## src/rtl/pattern_pkg.sv

```systemverilog
// Purpose     : shared constants for the pattern scheduler and its generators.
// Latency     : n/a (constants and types only).
// Backpressure: n/a.
// Contents: pattern index constants, generator count, step-size encodings
// (3-bit fixed point, [2] integer part, [1:0] quarters) and the FSM state encoding.
package pattern_pkg;

  localparam int NUM_PATTERNS = 4;

  // Pattern indices, one per generator
  localparam logic [1:0] PAT_CHECKER  = 2'd0;
  localparam logic [1:0] PAT_STRIPES  = 2'd1;
  localparam logic [1:0] PAT_BARS     = 2'd2;
  localparam logic [1:0] PAT_GRADIENT = 2'd3;

  // Step-size encodings (pixels per frame, in quarters)
  localparam logic [2:0] STEP_STOP    = 3'd0;
  localparam logic [2:0] STEP_QUARTER = 3'd1;
  localparam logic [2:0] STEP_HALF    = 3'd2;
  localparam logic [2:0] STEP_ONE     = 3'd4;
  localparam logic [2:0] STEP_MAX     = 3'd7;

  typedef enum logic {
    ST_SHOW  = 1'b0,
    ST_BLANK = 1'b1
  } state_e;

endpackage

```

## src/rtl/pattern_scheduler_frame_counter.sv

```systemverilog
// Purpose     : next_frame-gated up-counter with clear and terminal-count flag.
// Latency     : count updates one clock after a next_frame cycle; tc is combinational from count.
// Backpressure: none; en/clr only act on next_frame cycles.
// Ports: clk, rst (sync, active-high), next_frame (gate), en (count up),
//        clr (return to zero, wins over en), tc (count == TERMINAL).
module frame_counter #(
  parameter int TERMINAL = 0,
  parameter int WIDTH    = (TERMINAL > 0) ? $clog2(TERMINAL + 1) : 1
) (
  input  logic clk,
  input  logic rst,
  input  logic next_frame,
  input  logic en,
  input  logic clr,
  output logic tc
);

  logic [WIDTH-1:0] count;

  always_ff @(posedge clk) begin
    if (rst) begin
      count <= '0;
    end else if (next_frame) begin
      if (clr) begin
        count <= '0;
      end else if (en) begin
        count <= count + WIDTH'(1);
      end
    end
  end

  assign tc = (count == WIDTH'(TERMINAL));

endmodule

```

## src/rtl/pattern_scheduler.sv

```systemverilog
// Purpose     : selects the live pattern generator, sequences changes (dwell timer / button), owns step_size.
// Latency     : outputs registered, change one clock after the triggering next_frame.
// Backpressure: none; button pulses are latched and serviced at the next frame boundary.
// Ports: clk, rst (sync, active-high), next_frame, btn_next, btn_speed, auto_en in;
//        pattern_sel, pattern_enable (one-hot, zero while blanked), step_size, blank, switch_done out.
// Build option: define PATTERN_SCHED_BLANK_EN to insert a BLANK_FRAMES-long blanked
// transition between patterns; without it a switch takes effect at the servicing frame.
module pattern_scheduler #(
  parameter int         NUM_PATTERNS = pattern_pkg::NUM_PATTERNS,
  parameter int         DWELL_FRAMES = 240,
  parameter int         BLANK_FRAMES = 4,
  parameter logic [2:0] STEP_RESET   = pattern_pkg::STEP_HALF
) (
  input  logic                            clk,
  input  logic                            rst,
  input  logic                            next_frame,
  input  logic                            btn_next,
  input  logic                            btn_speed,
  input  logic                            auto_en,
  output logic [$clog2(NUM_PATTERNS)-1:0] pattern_sel,
  output logic [NUM_PATTERNS-1:0]         pattern_enable,
  output logic [2:0]                      step_size,
  output logic                            blank,
  output logic                            switch_done
);

  import pattern_pkg::*;

  localparam int SEL_W = $clog2(NUM_PATTERNS);

  if (DWELL_FRAMES < 1) begin : g_bad_dwell
    $error("DWELL_FRAMES must be >= 1");
  end
  if (BLANK_FRAMES < 1) begin : g_bad_blank
    $error("BLANK_FRAMES must be >= 1");
  end

  function automatic logic [NUM_PATTERNS-1:0] to_onehot(input logic [SEL_W-1:0] s);
    to_onehot    = '0;
    to_onehot[s] = 1'b1;
  endfunction

  logic             switch_pend;
  logic [2:0]       speed_pend;
  logic             in_show;
  logic             dwell_tc;
  logic             service;
  logic [SEL_W-1:0] sel_next;

  assign sel_next = (pattern_sel == SEL_W'(NUM_PATTERNS - 1)) ? '0 : pattern_sel + SEL_W'(1);

  // Only the registered request counts, so a button pressed on a next_frame
  // cycle waits for the following frame; dwell expiry acts immediately.
  assign service = next_frame && in_show && (switch_pend || (auto_en && dwell_tc));

  // Dwell counter: counts shown frames, frozen while auto_en is low, restarted by every switch.
  frame_counter #(.TERMINAL(DWELL_FRAMES - 1)) u_dwell (
    .clk        (clk),
    .rst        (rst),
    .next_frame (next_frame),
    .en         (in_show && auto_en),
    .clr        (service),
    .tc         (dwell_tc)
  );

`ifdef PATTERN_SCHED_BLANK_EN
  state_e state;
  logic   blank_tc;

  assign in_show = (state == ST_SHOW);

  frame_counter #(.TERMINAL(BLANK_FRAMES - 1)) u_blank (
    .clk        (clk),
    .rst        (rst),
    .next_frame (next_frame),
    .en         (!in_show),
    .clr        (service || (!in_show && blank_tc)),
    .tc         (blank_tc)
  );
`else
  assign in_show = 1'b1;
  assign blank   = 1'b0;
`endif

  always_ff @(posedge clk) begin
    if (rst) begin
      pattern_sel    <= SEL_W'(PAT_CHECKER);
      pattern_enable <= to_onehot(SEL_W'(PAT_CHECKER));
      step_size      <= STEP_RESET;
      speed_pend     <= STEP_RESET;
      switch_pend    <= 1'b0;
      switch_done    <= 1'b0;
`ifdef PATTERN_SCHED_BLANK_EN
      state          <= ST_SHOW;
      blank          <= 1'b0;
`endif
    end else begin
      switch_done <= 1'b0;

      if (btn_speed) begin
        speed_pend <= speed_pend + 3'd1;
      end

      // A button arriving in the servicing cycle merges into that switch.
      if (service) begin
        switch_pend <= 1'b0;
      end else if (btn_next && in_show) begin
        switch_pend <= 1'b1;
      end

      if (next_frame) begin
        step_size <= speed_pend;
`ifdef PATTERN_SCHED_BLANK_EN
        case (state)
          ST_SHOW: begin
            if (service) begin
              state          <= ST_BLANK;
              blank          <= 1'b1;
              pattern_enable <= '0;
            end
          end
          ST_BLANK: begin
            if (blank_tc) begin
              state          <= ST_SHOW;
              blank          <= 1'b0;
              pattern_sel    <= sel_next;
              pattern_enable <= to_onehot(sel_next);
              switch_done    <= 1'b1;
            end
          end
          default: state <= ST_SHOW;
        endcase
`else
        if (service) begin
          pattern_sel    <= sel_next;
          pattern_enable <= to_onehot(sel_next);
          switch_done    <= 1'b1;
        end
`endif
      end
    end
  end

endmodule

```

## config.mk

```make
export PLATFORM = sky130hd
export DESIGN_NAME = pattern_scheduler
export DESIGN_NICKNAME = d
export VERILOG_FILES = /design/src/rtl/pattern_pkg.sv /design/src/rtl/pattern_scheduler_frame_counter.sv /design/src/rtl/pattern_scheduler.sv
export SDC_FILE = /design/constraint.sdc
export NUM_CORES = 1
export LEC_CHECK = 0
export ABC_AREA = 1
export BUFFER_PORTS_ARGS = -buffer_cell sky130_fd_sc_hd__buf_2
export CAP_MARGIN = 20
export CORE_MARGIN = 10
export CORE_UTILIZATION = 45
export CTS_BUF_LIST = sky130_fd_sc_hd__clkbuf_8
export CTS_CLUSTER_DIAMETER = 200
export DETAILED_ROUTE_END_ITERATION = 8
export PLACE_DENSITY = 0.66
export SYNTH_ARGS = -nofsm -noshare
export SYNTH_HDL_FRONTEND = slang
export SYNTH_HIERARCHICAL = 1
export SYNTH_SLANG_ARGS = --single-unit
```

## constraint.sdc

```tcl
create_clock -name clk -period 3.1 [get_ports clk]
set_input_delay 0.62 -clock clk [delete_from_list [all_inputs] [get_ports clk]]
set_output_delay 0.62 -clock clk [all_outputs]
set_load 0.02 [all_outputs]
```

==> run metrics, run 1 <==
Worst-path clk slew=~0.080 ns; number of global-route vias before repair=~830; drt total wl=1.95 mm; top-area cell type share of the netlist area=0.419; footprint of the multi-input gates=approximately 530 um^2; H-tree Lvls=1; Synth Instances=133; n_diodes=0; Setup TNS Final=0 ns; count of cell types in the netlist=24; Skew-Pair Late Insertion Delay=0.26 ns; top cell type by total area after synthesis=dfxtp_1; fmax=0.508 GHz; #FFs+latches synth=22; initial core utilization=0.475; Max VDD drop=roughly 0.28 mV; P_leak=0.572 nW; Design Power=0.639 mW; Critical R2R Capture=u_dwell/count[5]$_SDFFE_PP0P_; R2R Path Start=u_dwell/count[1]$_SDFFE_PP0P_; worst endpoint required time=about 3.3 ns; DRT antenna net count=0; Slew Viols, Final=0; sequential share of the synthesized area=0.419; CP max FO=9; ratio of cells with drive above 1 in the final layout=0.215; drt drc=0; Final nets=about 160; GP Congestion=around 0.75; Initial DRT Pass Iterations=4; detailed-placement wirelength estimate=1.49 mm; kind of critical path=flip-flop to flip-flop; core footprint=2210 um^2; Finished Cell Area=1210 um^2; final setup fails=0; number of synthesized flops with an enable pin=0; DP Area=between 1000 and 1500 um^2; Worst setup EP type=flip-flop; final worst-path cycle share=0.635; root buf cell=clkbuf_8; WHS Path Cells=2; Num CTS Buffers=3; total gr overflow=0; CP startpoint=u_dwell/count[1]$_SDFFE_PP0P_; commonest non-fill, non-tap cells in the layout=22 x nand2_1, 22 x nor2_1, 22 x dfxtp_1; min-delay src=pattern_enable[0]$_SDFFE_PP1P_; Post-CTS Setup Bufs=0; power density over the cells=between 500 and 600 nW/um^2; Syn Area/Cell=7.90 um^2; detail-routed via count per cell=between 4 and 5; Row Count=17; via count=855; Die X=between 60 and 70 um; Hold Path Class=flip-flop to flip-flop; asr flop ratio synth=0; dpl cells=173; Main synth FF type=dfxtp_1; # Max-Cap Violations=0; worst reg-to-reg path cell count=15; CTS tree=yes; CTS Hold Bufs=0; # port buffers=15; skew final=approximately 0.0072 ns; post-route setup slack=between 1 and 1.5 ns; first-pass GRT wire length=about 3.6 mm; synth top area cells=dfxtp_1 42%, ha_1 8.3%, nand2_1 7.9%; WL/cell=approximately 11 um; storage element area=between 400 and 500 um^2; outcome=completed; syn nets=between 100 and 150; CTS resizes=0; io pins=17; Syn. warnings=6; final cell count without fillers=between 150 and 200; pre-CTS setup slack=~1.2 ns; Fillers=218; synthesized area=~1100 um^2; RSZ-0062 raised after global routing=false; GRT Util Overall=0.0978; initial antenna violation count=0; Final Hold Fails=0; largest net degree at the start of global routing=17; Area Overhead vs Synth=14.8%; r2r setup slk=1.13 ns; clock tree sinks=22; WP data arrival=2.13 ns; initial drt markers=36; Longest Clk Path Bufs=2; Hold Crit Endpoint=pattern_enable[0]$_SDFFE_PP1P_; Tmin final=1.97 ns; Die H=approximately 68 um; overall die area=~4700 um^2; critical path launch point type=flip-flop
layer usage:
| metal | routed length (um) | vias up | track usage |
|---|---|---|---|
| met4 | 17 | 0 | 0.0452 |
| met3 | 93 | 2 | 0.0245 |
| met2 | 901 | 11 | 0.155 |
| met5 | 0 | - | 0 |
| li1 | - | 457 | - |
| met1 | 934 | 385 | 0.122 |
state kept, by name (all words and copies together) (netlist names):
name            flops
pattern_enable      4
switch_pend         1
pattern_sel         2
switch_done         1
step_size           3
speed_pend          3
u_dwell/count       8
metrics by stage:
stage / hold WS (ns) / util
6_report: 0.463 / 0.545
5_1_grt: 0.484 / 0.545
4_1_cts: 0.468 / 0.545
3_5_place_dp: 0.446 / 0.513
3_3_place_gp: 0.438 / 0.513
2_1_floorplan: 0.441 / -
power breakdown:
group | leakage (nW) | switching [mW] | total [mW] | internal (mW)
Combinational | 0.357 | 0.0447 | 0.0674 | 0.0227
Sequential | 0.180 | 0.00897 | 0.304 | 0.295
Clock | 0.0357 | 0.0945 | 0.267 | 0.172
Total | 0.572 | 0.148 | 0.639 | 0.490
synth_stat cells, types with 2 or more instances:
cell type,instances
nand4_1,6
o21ai_0,4
nand2_2,2
inv_2,2
dfxtp_1,22
inv_1,12
nand2_1,22
nand3_1,10
o21ai_2,2
nor2_1,22
ha_1,7
buf_4,2
nand2_4,3
a21oi_1,6
nor2_4,2
critical path: stages, from the launching register on:
cell     delay, ns
dfxtp_1       0.37
ha_1          0.21
inv_1         0.08
nor2_4        0.13
and3_1        0.15
nand2_1       0.08
nand2_4       0.11
nand2_4       0.09
inv_1         0.10
nand2_1       0.09
nand2_4       0.13
nand2_2       0.08
nor2_1        0.10
nand2_1       0.06
nand2_1       0.06
nor2_1        0.04
kinds of logic after synthesis:
kind of cell    count (synthesis)  synth area share
other cells                     1           0.00357
xor+xnor                        1           0.00833
compound gates                 14            0.0798
simple gates                   71             0.331
buf+inv                        17            0.0750
flops                          22             0.419
fa+ha+maj                       7            0.0833
worst max path at each step:
stage / to / slack, ns / cells past startpoint
after floorplan: u_dwell/count[5]$_SDFFE_PP0P_ / 1.41 / 15
after global placement: u_dwell/count[5]$_SDFFE_PP0P_ / 1.24 / 15
after detailed placement: u_dwell/count[5]$_SDFFE_PP0P_ / 1.17 / 15
after CTS: u_dwell/count[5]$_SDFFE_PP0P_ / 1.13 / 15
after global routing: u_dwell/count[5]$_SDFFE_PP0P_ / 0.88 / 15
final: u_dwell/count[5]$_SDFFE_PP0P_ / 1.13 / 15
cell type report:
| cell class | count | share of cell area |
|---|---|---|
| repair buffers | 15 | 0.0622 |
| clock inverters | 1 | 0.0249 |
| flip-flops and latches | 22 | 0.365 |
| clock buffers | 3 | 0.0342 |
| inverters | 14 | 0.0436 |
| well taps | 28 | 0.0290 |
| multi-input cells | 94 | 0.441 |
No activity file was read; power rests on OpenSTA's default activity.
==> run 2, diff against run 1 <==
==> constraint.sdc (replaced) <==
create_clock -name clk -period 2 [get_ports clk]
set_input_delay 0.4 -clock clk [delete_from_list [all_inputs] [get_ports clk]]
set_output_delay 0.4 -clock clk [all_outputs]
set_load 0.02 [all_outputs]
==> run 2 against run 1 <==
Die area is the same. Combinational power grew 72%. Power grew 42%. Sequential power grew 55%. Design area grew 3.8%. Core utilization grew 2.1 points. Sequential share of layout area shrank 1.1 points. Clock-buffer cell count grew 1. Non-clock buffer count grew 7. Critical path type unchanged.
==> run metrics, run 2 (synthesized netlist as in run 1, its figures left out) <==
outcome=completed; Worst setup EP type=flip-flop; WL met2=about 950 um; P_leak=between 0.5 and 0.6 nW; power density over the cells=around 720 nW/um^2; Finished Cell Area=between 1000 and 1500 um^2; via count=around 900; overall die area=4670 um^2; initial antenna violation count=0; final worst-path cycle share=0.923; fin util=0.566; Worst-path clk slew=about 0.080 ns; commonest non-fill, non-tap cells in the layout=22 x nand2_1, 22 x nor2_1, 20 x dfxtp_1; initial core utilization=0.475; Num CTS Buffers=3; worst reg-to-reg path cell count=13; Die H=approximately 70 um; post-route setup slack=~0.15 ns; Most flops, register=u_dwell/count; Critical R2R Capture=u_dwell/count[2]$_SDFFE_PP0P_; DRT met1 WL=1.00 mm; WHS Path Cells=2; Largest regs=u_dwell/count (8), pattern_enable (4); Design Power=a little over 0.9 mW; total gr overflow=0; worst endpoint required time=approximately 2.2 ns; final setup fails=0; ratio of cells with drive above 1 in the final layout=0.282; WL/cell=11.6 um; Max VDD drop=about 0.37 mV; drt total wl=around 2.1 mm; Setup TNS Final=0 ns; io pins=17; Final nets=between 150 and 200; Die X=between 60 and 70 um; H-tree Lvls=1; # port buffers=15; R2R Path Start=u_dwell/count[1]$_SDFFE_PP0P_; GRT Util Overall=0.101; Row Count=17; WL met3=roughly 110 um; drt drc=0; detail-routed via count per cell=4.99; GP Congestion=about 0.83; min-delay src=rst; n_diodes=0; kind of critical path=flip-flop to flip-flop; Area Overhead vs Synth=19.2%; initial drt markers=23; DP Area=1130 um^2; core footprint=2210 um^2; first-pass GRT wire length=approximately 3.7 mm; Tmin final=1.85 ns; Slew Viols, Final=0; clock tree sinks=22; largest net degree at the start of global routing=17; detailed-placement wirelength estimate=about 1.6 mm; CTS tree=yes; r2r setup slk=~0.15 ns; Hold Path Class=primary input to flip-flop; Fillers=210; CP max FO=9; Hold Crit Endpoint=speed_pend[0]$_SDFFE_PP0P_; max reg flops=8; Final Hold Fails=0; CTS Hold Bufs=0; max layer used=met4; Skew-Pair Late Insertion Delay=about 0.26 ns; skew final=around 0.0027 ns; number of global-route vias before repair=between 800 and 900; # Max-Cap Violations=0; Longest Clk Path Bufs=2; root buf cell=clkbuf_8; critical path launch point type=flip-flop; Initial DRT Pass Iterations=4; pre-CTS setup slack=~0.12 ns; WP data arrival=roughly 2 ns; DRT antenna net count=0; fmax=about 0.54 GHz
==> run 2: worst max-delay path by stage <==
stage | slack, ns | depth (start not counted) | end | from
6_report | 0.15 | 13 | u_dwell/count[2]$_SDFFE_PP0P_ | u_dwell/count[1]$_SDFFE_PP0P_
5_1_grt | -0.02 | 15 | u_dwell/count[5]$_SDFFE_PP0P_ | u_dwell/count[1]$_SDFFE_PP0P_
2_1_floorplan | 0.31 | 15 | u_dwell/count[5]$_SDFFE_PP0P_ | u_dwell/count[1]$_SDFFE_PP0P_
3_5_place_dp | 0.12 | 15 | u_dwell/count[5]$_SDFFE_PP0P_ | u_dwell/count[1]$_SDFFE_PP0P_
4_1_cts | 0.11 | 15 | u_dwell/count[5]$_SDFFE_PP0P_ | u_dwell/count[1]$_SDFFE_PP0P_
3_3_place_gp | 0.17 | 15 | u_dwell/count[5]$_SDFFE_PP0P_ | u_dwell/count[1]$_SDFFE_PP0P_
==> run 2: per-layer routing <==
layer  vias up  global-route usage
li1        473                   -
met1       426               0.120
met2        14               0.155
met3         5              0.0277
met4         0              0.0678
met5         -                   0
==> run 2: power by group <==
group / switching [mW] / internal [mW] / total (mW)
clock network: 0.144 / 0.176 / 0.320
registers: 0.0140 / 0.458 / 0.472
logic: 0.0727 / 0.0432 / 0.116
total: 0.231 / 0.677 / 0.908
==> run 2: final cells by class <==
type	count	area, um^2	share of cell area
multi-input combinational	94	539	0.431
sequential	22	443	0.354
timing repair buffer	22	128	0.102
clock buffer	4	55.1	0.0440
inverter	14	52.6	0.0420
tap	28	35.0	0.0280
==> run 2: per-stage QoR <==
step	hold WS, ns	std cells
floorplan	0.441	133
global placement	0.449	173
detailed placement	0.451	173
CTS	0.368	177
global route	0.385	184
finish	0.370	184
==> run 2: worst max-delay path, stage by stage (launching register included) <==
cell and delay (ns):
dfxtp_2 0.34, ha_2 0.18, inv_1 0.06, nor2_4 0.10, and3_1 0.15, nand2_1 0.08, nand2_4 0.11, nand2_4 0.09
inv_2 0.08, nand2_1 0.08, nand2_4 0.13, buf_4 0.12, and3_2 0.16, nor3_1 0.04
==> run 2: timing repair <==
action,in CTS,in global routing
setup buffers,0,7
gates resized for setup,0,5
setup endpoints to repair,0,5
==> run 3, diff against run 2 <==
--- a/config.mk
+++ b/config.mk
@@ -13,8 +13,7 @@
 export CTS_BUF_LIST = sky130_fd_sc_hd__clkbuf_8
 export CTS_CLUSTER_DIAMETER = 200
 export DETAILED_ROUTE_END_ITERATION = 8
-export PLACE_DENSITY = 0.66
+export PLACE_DENSITY = 0.65
 export SYNTH_ARGS = -nofsm -noshare
 export SYNTH_HDL_FRONTEND = slang
-export SYNTH_HIERARCHICAL = 1
 export SYNTH_SLANG_ARGS = --single-unit
==> run 3 against run 2 <==
Via count up 1.7%. Synthesized cell count up 7.5%. Design area up 3.9%. Sequential share of layout area down 1.5 points. Fmax up 26%. Register-to-register slack better by 0.38 ns. Synthesized area up 11%. Die area up 7.5%. Global-route usage down 1.7 points. Largest cell class unchanged.
==> run metrics, run 3 <==
outcome=completed; Largest regs=u_dwell.count (8), pattern_enable (4); P_int=just under 0.8 mW; GRT Util Overall=0.0839; most frequent cell after synthesis=dfxtp_1; number of synthesized flops with an enable pin=0; total gr overflow=0; via count=just over 900; final cell count without fillers=between 150 and 200; initial core utilization=0.470; GP Congestion=approximately 0.85; Max VDD drop=0.548 mV; top-area cell type share of the netlist area=0.378; final setup fails=0; H-tree Lvls=1; Most flops, register=u_dwell.count; Post-CTS Setup Bufs=0; Longest Clk Path Bufs=2; sequential share of the synthesized area=0.378; detail-routed via count per cell=approximately 5.0; Sw Ratio=0.229; syn nets=~160; Final Hold Fails=0; DRT antenna net count=0; DP Area=1230 um^2; CTS resizes=0; io pins=17; P_leak=0.576 nW; initial drt markers=approximately 70; #FFs+latches synth=22; Clk pwr share=0.401; Finished Cell Area=around 1300 um^2; post-route setup slack=approximately 0.54 ns; Worst-path clk slew=around 0.080 ns; kind of critical path=flip-flop to flip-flop; Synth Area in XOR/XNOR=0.0151; drt drc=0; Hold Path Class=primary input to flip-flop; WP data arrival=1.62 ns; worst endpoint required time=roughly 2.2 ns; synthesized area=roughly 1200 um^2; Combinational Power Share=0.119; n_diodes=0; core footprint=2480 um^2; Num CTS Buffers=3; Switch Pwr=about 0.23 mW; top cell type by total area after synthesis=dfxtp_1; largest family of logic cells by synthesized area=simple AND/OR/NAND/NOR gates; power density over the cells=~770 nW/um^2; root buf cell=clkbuf_8; CP max FO=14; max reg flops=8; RSZ-0062 raised after global routing=false; synth cell count leaders=22 x dfxtp_1, 21 x nor2_1, 15 x inv_1; Final nets=~170; asr flop ratio synth=0; Syn Area/Cell=8.14 um^2; initial antenna violation count=0; Area Overhead vs Synth=11.8%; Tmin final=~1.5 ns; clock tree sinks=22; final worst-path cycle share=0.731; synth top area cells=dfxtp_1 38%, nand3_2 7.7%, ha_1 7.5%; skew final=between 0.002 and 0.0025 ns; Synth Instances=approximately 140; Seq pwr share=0.480; fmax=approximately 0.68 GHz; CTS tree=yes; number of global-route vias before repair=between 800 and 900; count of cell types in the netlist=25; pre-CTS setup slack=about 0.54 ns; Die H=about 70 um; detailed-placement wirelength estimate=around 1.6 mm; # port buffers=15; Worst setup EP type=flip-flop; Skew-Pair Late Insertion Delay=between 0.2 and 0.3 ns; Main synth FF type=dfxtp_1; Initial DRT Pass Iterations=4; WL/cell=between 10 and 15 um; Slew Viols, Final=0; commonest non-fill, non-tap cell in the layout=dfxtp_1; Die X=70.9 um; dpl cells=183; Post-Synth Adder-Cell Area=0.0753; CTS Hold Bufs=0; Syn. warnings=0; ratio of cells with drive above 1 in the final layout=0.280; Setup TNS Final=0 ns; post-synthesis simple-gate area fraction=0.366; Row Count=18; critical path launch point type=flip-flop; overall die area=between 5000 and 6000 um^2; # Max-Cap Violations=0; largest net degree at the start of global routing=24; Synth Area in Compound Gates=0.0645; first-pass GRT wire length=approximately 3.7 mm; drt total wl=roughly 2.1 mm; commonest non-fill, non-tap cells in the layout=22 x dfxtp_1, 21 x nor2_1, 15 x inv_1, 15 x buf_2; mux cell area share after synthesis=0
==> run 3: changes by cell type after synthesis, sizes merged, moves of 2 or more <==
cell / previous run / this run
a21oi: 7 / 5
and3: 2 / 0
buf: 3 / 6
inv: 14 / 16
nand2: 27 / 22
nand3: 10 / 21
==> run 3: worst paths after layout <==
check	startpoint	endpoint	slack, ns	cells after the start
worst min-delay path	rst	switch_done$_SDFF_PP0_	0.34	2
worst max register to register	u_dwell.count[0]$_SDFFE_PP0P_	u_dwell.count[0]$_SDFFE_PP0P_	0.54	8
worst min register to register	pattern_enable[1]$_SDFFE_PP0P_	pattern_enable[1]$_SDFFE_PP0P_	0.46	2
worst max-delay path	u_dwell.count[0]$_SDFFE_PP0P_	u_dwell.count[0]$_SDFFE_PP0P_	0.54	8
==> run 3: cell families after synthesis <==
logic type / count (synthesis)
DFF: 22
buffers and inverters: 22
AOI/OAI and AO/OA: 14
adders and majority gates: 7
and+or+nand+nor: 75
other: 1
xor gates and xnor gates: 2
==> run 3: final cells by class <==
cell class                 instances  area (um^2)
inverter                          16         60.1
sequential                        22          440
fill                             240         1180
clock buffer                       3         41.3
multi-input combinational         99          609
clock inverter                     1         30.0
tap                               30         37.5
timing repair buffer              16         82.6
==> run 3: critical path, cell delays in order, from the launching register on <==
cell,delay (ns)
dfxtp_1,0.37
ha_1,0.25
nand2_1,0.11
nor2_4,0.11
nand2_2,0.09
nand2_4,0.10
nand2_4,0.16
nand2_1,0.13
nor2_1,0.04
==> run 3: routing by layer <==
layer	part of all wire	global-route usage	up-vias	wire [um]
met1	0.45	0.0928	430	938
met5	0	0	-	0
met2	0.49	0.142	15	1040
met4	0.0029	0.0344	0	6
met3	0.053	0.0293	2	111
li1	-	-	487	-
==> run 3: power groups by stage <==
stage               Combinational, mW  Sequential [mW]  Clock (mW)
floorplan                      0.0821            0.499           0
global placement                0.117            0.489           0
detailed placement              0.120            0.490           0
CTS                             0.120            0.480       0.415
global route                    0.136            0.482       0.430
finish                          0.119            0.479       0.401
==> run 3: stage by stage <==
step	hold slack [ns]	total power, mW	util
final	0.343	0.999	0.525
after CTS	0.334	1.02	0.525
after detailed placement	0.456	0.610	0.496
after global placement	0.452	0.606	0.496
after global routing	0.354	1.05	0.525
after floorplan	0.444	0.581	-
